**src/rtl/rr_arbiter.sv**
```systemverilog
// Four-way round-robin arbiter with a per-owner hold limit.
// Grants are registered and the releasing owner always drops to lowest priority.
module rr_arbiter #(
    parameter int MAX_HOLD = 8
) (
    input  logic       clk,
    input  logic       rst,
    input  logic       en,
    input  logic [3:0] req,
    output logic [3:0] gnt,
    output logic [1:0] gnt_id,
    output logic       gnt_v
);

    typedef enum logic {
        IDLE  = 1'b0,
        GRANT = 1'b1
    } state_t;

    localparam logic [7:0] MAX_HOLD_C = 8'(MAX_HOLD);

    state_t     state_q, state_d;
    logic [1:0] ptr_q, ptr_d;
    logic [1:0] owner_q, owner_d;
    logic [7:0] hold_cnt_q, hold_cnt_d;
    logic [3:0] gnt_q, gnt_d;
    logic [1:0] gnt_id_q, gnt_id_d;
    logic       gnt_v_q, gnt_v_d;
    logic       release_c;
    logic [1:0] next_ptr_c;

    // First set request scanning base, base+1, base+2, base+3 (mod 4).
    // The loop runs from the farthest offset down so the nearest one wins.
    function automatic logic [1:0] pick(input logic [1:0] base, input logic [3:0] r);
        logic [1:0] idx;
        pick = base;
        for (int i = 3; i >= 0; i--) begin
            idx = base + 2'(i);
            if (r[idx]) begin
                pick = idx;
            end
        end
    endfunction

    assign release_c  = !req[owner_q] || (hold_cnt_q == MAX_HOLD_C) || !en;
    assign next_ptr_c = owner_q + 2'd1;

    // State register
    always_ff @(posedge clk) begin
        if (rst) begin
            state_q    <= IDLE;
            ptr_q      <= 2'd0;
            owner_q    <= 2'd0;
            hold_cnt_q <= 8'd0;
            gnt_q      <= 4'd0;
            gnt_id_q   <= 2'd0;
            gnt_v_q    <= 1'b0;
        end else begin
            state_q    <= state_d;
            ptr_q      <= ptr_d;
            owner_q    <= owner_d;
            hold_cnt_q <= hold_cnt_d;
            gnt_q      <= gnt_d;
            gnt_id_q   <= gnt_id_d;
            gnt_v_q    <= gnt_v_d;
        end
    end

    // Next-state logic; new requests are only looked at from IDLE or on release
    always_comb begin
        state_d    = state_q;
        ptr_d      = ptr_q;
        owner_d    = owner_q;
        hold_cnt_d = hold_cnt_q;
        case (state_q)
            IDLE: begin
                hold_cnt_d = 8'd0;
                if (en && (req != 4'd0)) begin
                    state_d    = GRANT;
                    owner_d    = pick(ptr_q, req);
                    hold_cnt_d = 8'd1;
                end
            end
            GRANT: begin
                if (!release_c) begin
                    hold_cnt_d = hold_cnt_q + 8'd1;
                end else begin
                    ptr_d = next_ptr_c;
                    if (en && (req != 4'd0)) begin
                        owner_d    = pick(next_ptr_c, req);
                        hold_cnt_d = 8'd1;
                    end else begin
                        state_d    = IDLE;
                        hold_cnt_d = 8'd0;
                    end
                end
            end
            default: begin
                state_d    = IDLE;
                hold_cnt_d = 8'd0;
            end
        endcase
    end

    // Outputs are decoded from the next state so they land in the same edge
    always_comb begin
        gnt_d    = 4'd0;
        gnt_id_d = 2'd0;
        gnt_v_d  = 1'b0;
        if (state_d == GRANT) begin
            gnt_d    = 4'b0001 << owner_d;
            gnt_id_d = owner_d;
            gnt_v_d  = 1'b1;
        end
    end

    assign gnt    = gnt_q;
    assign gnt_id = gnt_id_q;
    assign gnt_v  = gnt_v_q;

endmodule
```
**config.mk**
```make
export PLATFORM = sky130hd
export DESIGN_NAME = rr_arbiter
export DESIGN_NICKNAME = d
export VERILOG_FILES = /design/src/rtl/rr_arbiter.sv
export SDC_FILE = /design/constraint.sdc
export NUM_CORES = 1
export LEC_CHECK = 0
export ABC_AREA = 0
export CAP_MARGIN = 0
export CORE_AREA = 2 2 46 48
export CTS_BUF_LIST = sky130_fd_sc_hd__clkbuf_16
export CTS_CLUSTER_DIAMETER = 200
export DETAILED_ROUTE_END_ITERATION = 8
export DIE_AREA = 0 0 48 50
export PLACE_DENSITY = 0.8
export SYNTH_ARGS = -nofsm -noshare
export SYNTH_HDL_FRONTEND = slang
export SYNTH_SLANG_ARGS = --single-unit
```
**constraint.sdc**
```tcl
create_clock -name clk -period 5.5 [get_ports clk]
set_input_delay 1.1 -clock clk [delete_from_list [all_inputs] [get_ports clk]]
set_output_delay 1.1 -clock clk [all_outputs]
set_load 0.005 [all_outputs]
```
# --- Word level (Yosys, flattened, before mapping) ---
# Index checks and enable logic that the tools add are counted.
word_totals:
  ff_bits: 20
  elab_cells: 73
  in_bits: 7
  out_inout_bits: 7
op_classes:
  muxes: 37
  addsub: 8
  bitwise: 2
  n_shift: 1
  reduce_logical: 8
  n_lt_le_gt_ge: 9
  eq_ne: 1
ops:
  columns: ["operator", "count"]
  rows:
  - ["2-bit by 3-bit less-than comparator with 1-bit output (second input constant)", 9]
  - ["2-bit two-way mux", 11]
  - ["1-bit binary-select mux with 2-bit select", 9]
  - ["8-bit one-hot mux with 2 select lines", 1]
  - ["1-bit two-way mux", 13]
  - ["2-bit adder (second input constant)", 4]
  - ["8-bit by 1-bit adder with 8-bit output (second input constant)", 1]
  - ["8-bit by 4-bit == test with 1-bit output (second input constant)", 1]
  - ["8-bit two-way mux", 1]
  - ["2-bit by 1-bit adder with 2-bit output (second input constant)", 3]
  - ["2-bit one-hot mux with 2 select lines", 1]
  - ["4-bit nonzero test", 1]
  - ["1-bit by 2-bit left shift with 4-bit output (first input constant)", 1]
  - ["1-bit logical NOT", 2]
  - ["1-bit logical OR", 2]
  - ["1-bit inverter", 2]
  - ["1-bit one-hot mux with 2 select lines", 1]
  - ["2-bit AND reduction", 1]
  - ["2-bit OR reduction", 1]
  - ["1-bit logical AND", 1]

# --- Depth between registers and ports, before layout ---
# Gate-level depths: netlist of the first run.
logic_depth:
  ltp_word: 12
  ltp_mapped: 8
  mapped_depth_nobuf: 8

# --- Least setup slack after synthesis of the first run ---
# Ideal clock, no wire load.
synth_timing:
  kind: "input-to-reg"
  start: "input port req[2]"
  end: "register gnt_q[2] (netlist: gnt[2])"
  required_time_ps: 5386
  arrival_time_ps: 2532
  slack_ps: 2853
  stages: 6
  setup_ps: 114
  path_buffers: 1
  path_cell_list: "clkbuf_1 -> mux4_2 -> o311a_4 -> a211o_2 -> nand4_1 -> and2b_1"
synth_via:
  elab_chain_len: 10
  elab_cells_between_ends: 41
  cone_classes: "1 x shift; 33 x mux; 1 x bitwise; 6 x reduce/logical"
synth_rtl:
  columns: ["element", "line_no", "source"]
  rows:
  - ["start: declaration", "9", "input logic [3:0] req,"]
  - ["1-bit binary-select mux with 2-bit select", "39", "if (r[idx]) begin"]
  - ["1-bit two-way mux (implied by the code)", "39", null]
  - ["2-bit two-way mux (4 in a row)", "39", null]
  - ["2-bit two-way mux", "89", "if (en && (req != 4'd0)) begin"]
  - ["2-bit two-way mux", "85", "if (!release_c) begin"]
  - ["2-bit one-hot mux with 2 select lines", "75", "case (state_q)"]
  - ["1-bit by 2-bit left shift with 4-bit output", "111", "gnt_d = 4'b0001 << owner_d;"]
  - ["end signal: assignment", "63", "gnt_q <= gnt_d;"]
  - ["end: declaration", "26", "logic [3:0] gnt_q, gnt_d;"]
# Several ways; a longest one is shown, not always the timed one. The select of a mux whose other input is x is not followed.
# A chain may end at the register's enable or synchronous reset.

# --- Worst setup path after layout of the first run ---
layout_timing:
  start: "input port req[3]"
  end: "register gnt_q[3] (netlist: gnt[3])"
# The elaborated chain is that of the path after synthesis.

==> results of run 1 <==
-- worst max-delay path: cells and delay by family --
family / cells / cell delay (ns)
and+or+nand+nor: 5 / 0.78
buffers and inverters: 1 / 0.62
AOI/OAI and AO/OA: 1 / 0.68
-- Yosys cell counts (2+ instances only) --
master     n
dfxtp_1   19
nor2_1    16
nand2_1    7
a21oi_1    6
inv_1      6
nor2b_1    5
xor2_1     5
clkbuf_1   4
nand3_1    4
nand2b_1   3
or3_1      3
a211oi_1   2
and2_1     2
and3_1     2
ha_1       2
nor3_2     2
o211ai_1   2
o21ai_0    2
o21bai_1   2
or4_1      2
xnor2_1    2
-- kinds of logic after synthesis --
kind of cell               count (synthesis)
muxes                                      1
xor gates and xnor gates                   7
AOI/OAI and AO/OA                         22
buffers and inverters                     12
DFF                                       19
adders and majority gates                  2
and+or+nand+nor                           55
-- per-stage QoR --
| stage | setup WS [ns] | instance area, um^2 | power (mW) | utilization | hold WS (ns) |
|---|---|---|---|---|---|
| 2_1_floorplan | 2.85 | 1040 | 0.184 | - | 0.481 |
| 3_3_place_gp | 2.19 | 1180 | 0.199 | 0.620 | 0.501 |
| 3_5_place_dp | 2.21 | 1180 | 0.200 | 0.620 | 0.526 |
| 4_1_cts | 2.46 | 1260 | 0.345 | 0.663 | 0.538 |
| 5_1_grt | 2.33 | 1260 | 0.359 | 0.663 | 0.564 |
| 6_report | 2.45 | 1260 | 0.341 | 0.663 | 0.537 |
-- power by group through the flow --
stage | clock [mW] | sequential, mW | combinational (mW)
4_1_cts | 0.148 | 0.149 | 0.0480
3_3_place_gp | 0 | 0.152 | 0.0471
3_5_place_dp | 0 | 0.152 | 0.0477
6_report | 0.144 | 0.149 | 0.0479
2_1_floorplan | 0 | 0.149 | 0.0347
5_1_grt | 0.156 | 0.150 | 0.0531
-- cells in the final DEF, fill, tap and decap left out, types with 2 or more instances in the layout --
master and n:
xnor2_1 2, ha_1 2, dfxtp_1 19, nor3_2 2, nand2_1 7, nand2b_1 3
nand3_1 4, a21oi_1 6, a211oi_1 2, and3_1 2, or3_1 3, nor2b_1 5
and2_1 2, clkbuf_16 3, o21bai_1 2, o211ai_1 2, clkdlybuf4s50_1 13, inv_1 6
xor2_1 5, o21ai_0 2, or4_1 2, nor2_1 16
-- registers in the layout, indices dropped and copies added, names as in the netlist --
| register | flops |
|---|---|
| owner_q | 2 |
| gnt | 4 |
| state_q | 1 |
| hold_cnt_q | 8 |
| gnt_id | 2 |
| ptr_q | 2 |
-- worst max path at each step --
stage	from	to	slack, ns	cells after the start
floorplan	req[2]	gnt[2]	2.85	6
global placement	req[3]	gnt[3]	2.19	7
detailed placement	req[3]	gnt[3]	2.21	7
CTS	req[3]	gnt[3]	2.46	7
global route	req[3]	gnt[3]	2.33	7
finish	req[3]	gnt[3]	2.45	7
-- cell type report --
type,count,share of cell area
Clock buffer,3,0.0596
Sequential cell,19,0.302
Tap cell,27,0.0268
Multi-Input combinational cell,87,0.487
Inverter,6,0.0179
Timing Repair Buffer,13,0.103
Clock inverter,1,0.00397
-- layer usage --
| layer | global-route usage | vias up | part of all wire |
|---|---|---|---|
| met1 | 0.231 | 403 | 0.43 |
| met5 | 0 | - | 0 |
| met3 | 0.0549 | 0 | 0.026 |
| met2 | 0.329 | 8 | 0.54 |
| li1 | - | 437 | - |
| met4 | 0.0450 | 0 | 0 |
==> metrics.txt, run 1 <==
share of synthesized flip-flops with an asynchronous set or reset=0; final setup vio count=0; cell-by-cell listing of the critical path=clkdlybuf4s50_1 -> o41ai_4 -> nor2_1 -> nor4b_4 -> nor3_2 -> nor3_2 -> and2_1; number of clock sinks seen by CTS=19; number of clock buffers inserted by TritonCTS=3; Worst Setup Start Kind=input pin; total grt overflow=0; adder and majority cell fraction of the synthesized area=0.0241; relative contribution of sequential cells to total power=0.438; synthesized-area fraction occupied by ao, oa, aoi and oai cells=0.178; multiplexer area fraction after synthesis=0.0217; path class of the lowest-slack min-delay path=register to register; Internal=roughly 0.26 mW; ant diodes=0; maximum buffer depth of the clock tree=2; Synth Flop Type=dfxtp_1; clk_skew=0.00126 ns; proportion of power drawn by combinational gates=0.141; multi-input gate area in the final layout=613 um^2; startpoint of the most critical hold path=hold_cnt_q[7]; sw frac=0.224; Core ar.=approximately 1900 um^2; maximum level of the CTS H-tree=1; number of buffers inserted to repair setup after CTS=0; path depth of the worst reg2reg path=6; mean cell area of the mapped netlist=8.81 um^2; post_cts resized=0; number of search-and-repair iterations in the first detailed-routing pass=4; ratio of final minimum period to clock period=0.555; layout-stage area growth over the synthesis result=21.2%; Synth Net Count=between 100 and 150; clock latency at the later pin of the worst-skew pair=0.24 ns; unrepaired setup endpoints after global routing=false; via count=848; number of top-level pins=14; combinational family with the most area after synthesis=simple AND/OR/NAND/NOR gates; average wire length per cell after detail routing=12.1 um; final standard cell count with taps included and fillers excluded=156; GP Congestion=roughly 0.9; Chip Height=50 um; reg-to-reg setup timing slack=around 3.4 ns; number of warnings printed during yosys synthesis=0; count of hold-fix buffers inserted at cts=0; VDD IR-drop max=between 0.0002 and 0.0003 V; setup total negative slack=0 ns; Hold Path Sink=hold_cnt_q[7]; Mapped Area=a little over 1000 um^2; total track usage=0.193; launch instance of the worst register-to-register path=hold_cnt_q[4]; post-synth cell types=roughly 40; clock share of power=0.422; largest net degree at the start of global routing=13; CTS tree=built; dominant cells by area after synthesis=dfxtp_1, nor2_1, xor2_1; Starting DRT DRC Count=10; HPWL after detailed placement=1.46 mm; # Max-Cap Violations=0; clock transition time at the flip-flop clock pins of the worst setup and hold paths=0.05 ns; status=finished clean; Starting Density=0.547; post-synthesis sequential area ratio=0.366; # fillers=153; post-detailed-route via-to-cell ratio=5.44; slew margin rel.=0.628; chip width=48 um; proportion of netlist area held by the largest area contributor=0.366; number of antenna-violating nets in the routed design=0; number of hold violations in the final report=0; transition at the pin with the smallest max-transition slack=~0.56 ns; CP Data Required Time=5.64 ns; post-synthesis xor/xnor area fraction=0.0590; Net Sw Power=~0.077 mW; Pleak=0.470 nW; IO Port Bufs=13; synthesized instance count=about 120; via count of the first global-routing pass=808; FF+latch count, synth=19; count of flip-flops with a built-in enable after synthesis=0; initial antenna violation count=0; shortest clock period the worst path allows after layout=3.05 ns; maximum cell stage delay along the critical path=between 0.6 and 0.7 ns; wire length of the first global-routing pass=3.40 mm; Data arrival, critical path=3.19 ns; Power per Cell Area=~270 nW/um^2; Slowest cell on crit path=o41ai_4; number of stages on the worst hold path=2; area share of and/or/nand/nor cells after synthesis=0.307; sequential cell area=380 um^2; cell at the root of the clock tree=clkbuf_16; highest fanout seen on the critical path=12; number of remaining DRC errors=0; dominant cell type by area after synthesis=dfxtp_1; number of placed instances with taps included=152; Crit path top cell by count=nor3_2; critical path type=input pin to register; net total in the final layout=139; R2R Path End=gnt[3]; WL final=between 1.5 and 2 mm; Max Freq=0.327 GHz; Cell Rows=16; endpoint type of the worst setup path=register; Pins Over Slew Limit=0; fraction of final layout cells with drive strength greater than 1=0.116; full die area=2400 um^2
No activity file was read; power rests on OpenSTA's default activity.
==> run 2, diff against run 1 <==
--- a/config.mk
+++ b/config.mk
@@ -7,12 +7,12 @@
 export LEC_CHECK = 0
 export ABC_AREA = 0
 export CAP_MARGIN = 0
-export CORE_AREA = 2 2 46 48
+export CORE_AREA = 2 2 50 52
 export CTS_BUF_LIST = sky130_fd_sc_hd__clkbuf_16
 export CTS_CLUSTER_DIAMETER = 200
 export DETAILED_ROUTE_END_ITERATION = 8
-export DIE_AREA = 0 0 48 50
-export PLACE_DENSITY = 0.8
+export DIE_AREA = 0 0 52 54
+export PLACE_DENSITY = 0.71
 export SYNTH_ARGS = -nofsm -noshare
 export SYNTH_HDL_FRONTEND = slang
 export SYNTH_SLANG_ARGS = --single-unit
==> constraint.sdc (replaced) <==
create_clock -name clk -period 2.6 [get_ports clk]
set_input_delay 0.52 -clock clk [delete_from_list [all_inputs] [get_ports clk]]
set_output_delay 0.52 -clock clk [all_outputs]
set_load 0.005 [all_outputs]
==> run 2 against run 1 <==
- utilization down 9.2 points
- critical path depth unchanged
- worst hold slack worse by 0.019 ns
- count of clock-buffer cells in the layout unchanged
- final area up 5.1%
- routed wire length up 9.2%
- power up 120%
==> metrics.txt, run 2 (same netlist as run 1, synthesis figures left out) <==
Max Freq=0.435 GHz; cell-by-cell listing of the critical path=clkdlybuf4s50_1 -> mux4_2 -> o311a_4 -> nor4b_4 -> nor3_2 -> nor3_2 -> and2_1; routing layer with the top usage in global route=met2; wire length of the first global-routing pass=3.61 mm; VDD IR-drop max=0.000579 V; clock latency at the later pin of the worst-skew pair=0.25 ns; number of search-and-repair iterations in the first detailed-routing pass=4; kind of cell with the highest combined delay on the critical path=simple AND/OR/NAND/NOR gates; number of antenna-violating nets in the routed design=0; post-route total power=0.744 mW; Cell Rows=18; number of cells on the critical path=7; CP Data Required Time=2.80 ns; met3 Resource Use GR=0.0583; capture point of the worst path=gnt[3]; Starting Density=0.448; number of remaining DRC errors=0; R2R Path End=gnt[3]; shortest clock period the worst path allows after layout=2.30 ns; status=finished clean; full die area=2810 um^2; clock transition time at the flip-flop clock pins of the worst setup and hold paths=0.05 ns; fraction of final layout cells with drive strength greater than 1=0.168; most common cell after layout, fill and taps aside=dfxtp_1; chip width=52 um; Worst Setup Start Kind=input pin; path depth of the worst reg2reg path=6; met2 usage=0.302; Pins Over Slew Limit=0; post-detailed-route via-to-cell ratio=5.41; Pleak=0.509 nW; Slowest cell on crit path=clkdlybuf4s50_1; reg-to-reg setup timing slack=between 0.4 and 0.5 ns; post_cts resized=0; WL final=2.06 mm; transition at the pin with the smallest max-transition slack=0.363 ns; net total in the final layout=147; IO Port Bufs=13; slew margin rel.=0.757; layout-stage area growth over the synthesis result=27.3%; most used cells in the layout excluding fill and tap cells=dfxtp_1, nor2_1, clkdlybuf4s50_1; initial antenna violation count=0; Power per Cell Area=562 nW/um^2; total track usage=0.180; number of hold violations in the final report=0; number of top-level pins=14; clk_skew=0.00128 ns; count of hold-fix buffers inserted at cts=0; total grt overflow=0; final cell utilization of the core=0.571; # fillers=roughly 200; Data arrival, critical path=2.50 ns; largest net degree at the start of global routing=12; highest fanout seen on the critical path=8; Critical path origin=req[0]; Core ar.=2320 um^2; CTS tree=built; Crit path top cell by count=nor3_2; maximum buffer depth of the clock tree=2; largest reg by FF count=hold_cnt_q; Critical path buffers and inverters=1; number of clock sinks seen by CTS=19; # Max-Cap Violations=0; path class of the lowest-slack min-delay path=register to register; critical path type=input pin to register; final setup vio count=0; number of placed instances with taps included=roughly 160; worst hold slack after final layout=a little over 0.5 ns; via count of the first global-routing pass=858; via count=904; number of clock buffers inserted by TritonCTS=3; unrepaired setup endpoints after global routing=false; HPWL after detailed placement=1.55 mm; Chip Height=54 um; ratio of final minimum period to clock period=0.885; final standard cell count with taps included and fillers excluded=167; Starting DRT DRC Count=21; number of buffers inserted to repair setup after CTS=0; multi-input gate area in the final layout=a little over 600 um^2; maximum cell stage delay along the critical path=0.56 ns; GP Congestion=0.903; average wire length per cell after detail routing=12.3 um; launch instance of the worst register-to-register path=hold_cnt_q[4]; max reg flops=8; ant diodes=0; cell at the root of the clock tree=clkbuf_16; setup total negative slack=0 ns; sequential cell area=380 um^2; maximum level of the CTS H-tree=1; GR Layer Usage met1=0.201; endpoint type of the worst setup path=register
-- run 2: changes by cell type in the layout (fill, tap and decap cells not counted), sizes merged --
cell / previous run / this run
buf: 0 / 8
-- run 2: how the worst min path moves through the flow --
| stage | startpoint | end | slack [ns] | cells past startpoint |
|---|---|---|---|---|
| 6_report | hold_cnt_q[7] | hold_cnt_q[7] | 0.52 | 2 |
| 5_1_grt | hold_cnt_q[7] | hold_cnt_q[7] | 0.55 | 2 |
| 4_1_cts | hold_cnt_q[7] | hold_cnt_q[7] | 0.53 | 2 |
| 2_1_floorplan | hold_cnt_q[7] | hold_cnt_q[7] | 0.48 | 2 |
| 3_5_place_dp | hold_cnt_q[7] | hold_cnt_q[7] | 0.51 | 2 |
| 3_3_place_gp | hold_cnt_q[7] | hold_cnt_q[7] | 0.50 | 2 |
-- run 2: routing by layer --
layer / up-vias / share of wire
li1: 451 / -
met1: 429 / 0.44
met2: 20 / 0.48
met3: 4 / 0.050
met4: 0 / 0.023
met5: - / 0
-- run 2: tightest hold or removal path: cells and delay by family, from the launching register on --
kind	cells	cell delay, ns
simple gates	1	0.07
flops	1	0.34
xor+xnor	1	0.07
-- run 2: where the power goes --
group / leakage (nW) / switching [mW] / internal (mW)
Sequential: 0.155 / 0.0138 / 0.303
Clock: 0.0409 / 0.108 / 0.206
Combinational: 0.314 / 0.0528 / 0.0596
-- run 2: area by class of cell --
class,instances,share of cell area
timing repair buffer,21,0.144
clock inverter,1,0.00378
sequential,19,0.287
clock buffer,3,0.0567
inverter,6,0.0170
multi-input combinational,87,0.463
tap,30,0.0284
-- run 2: metrics by stage --
stage / worst slack, ns / area [um^2]
after global routing: 0.175 / 1320
after global placement: 0.0630 / 1240
after detailed placement: 0.0507 / 1240
after floorplan: 0.533 / 1040
after CTS: 0.301 / 1320
final: 0.300 / 1320
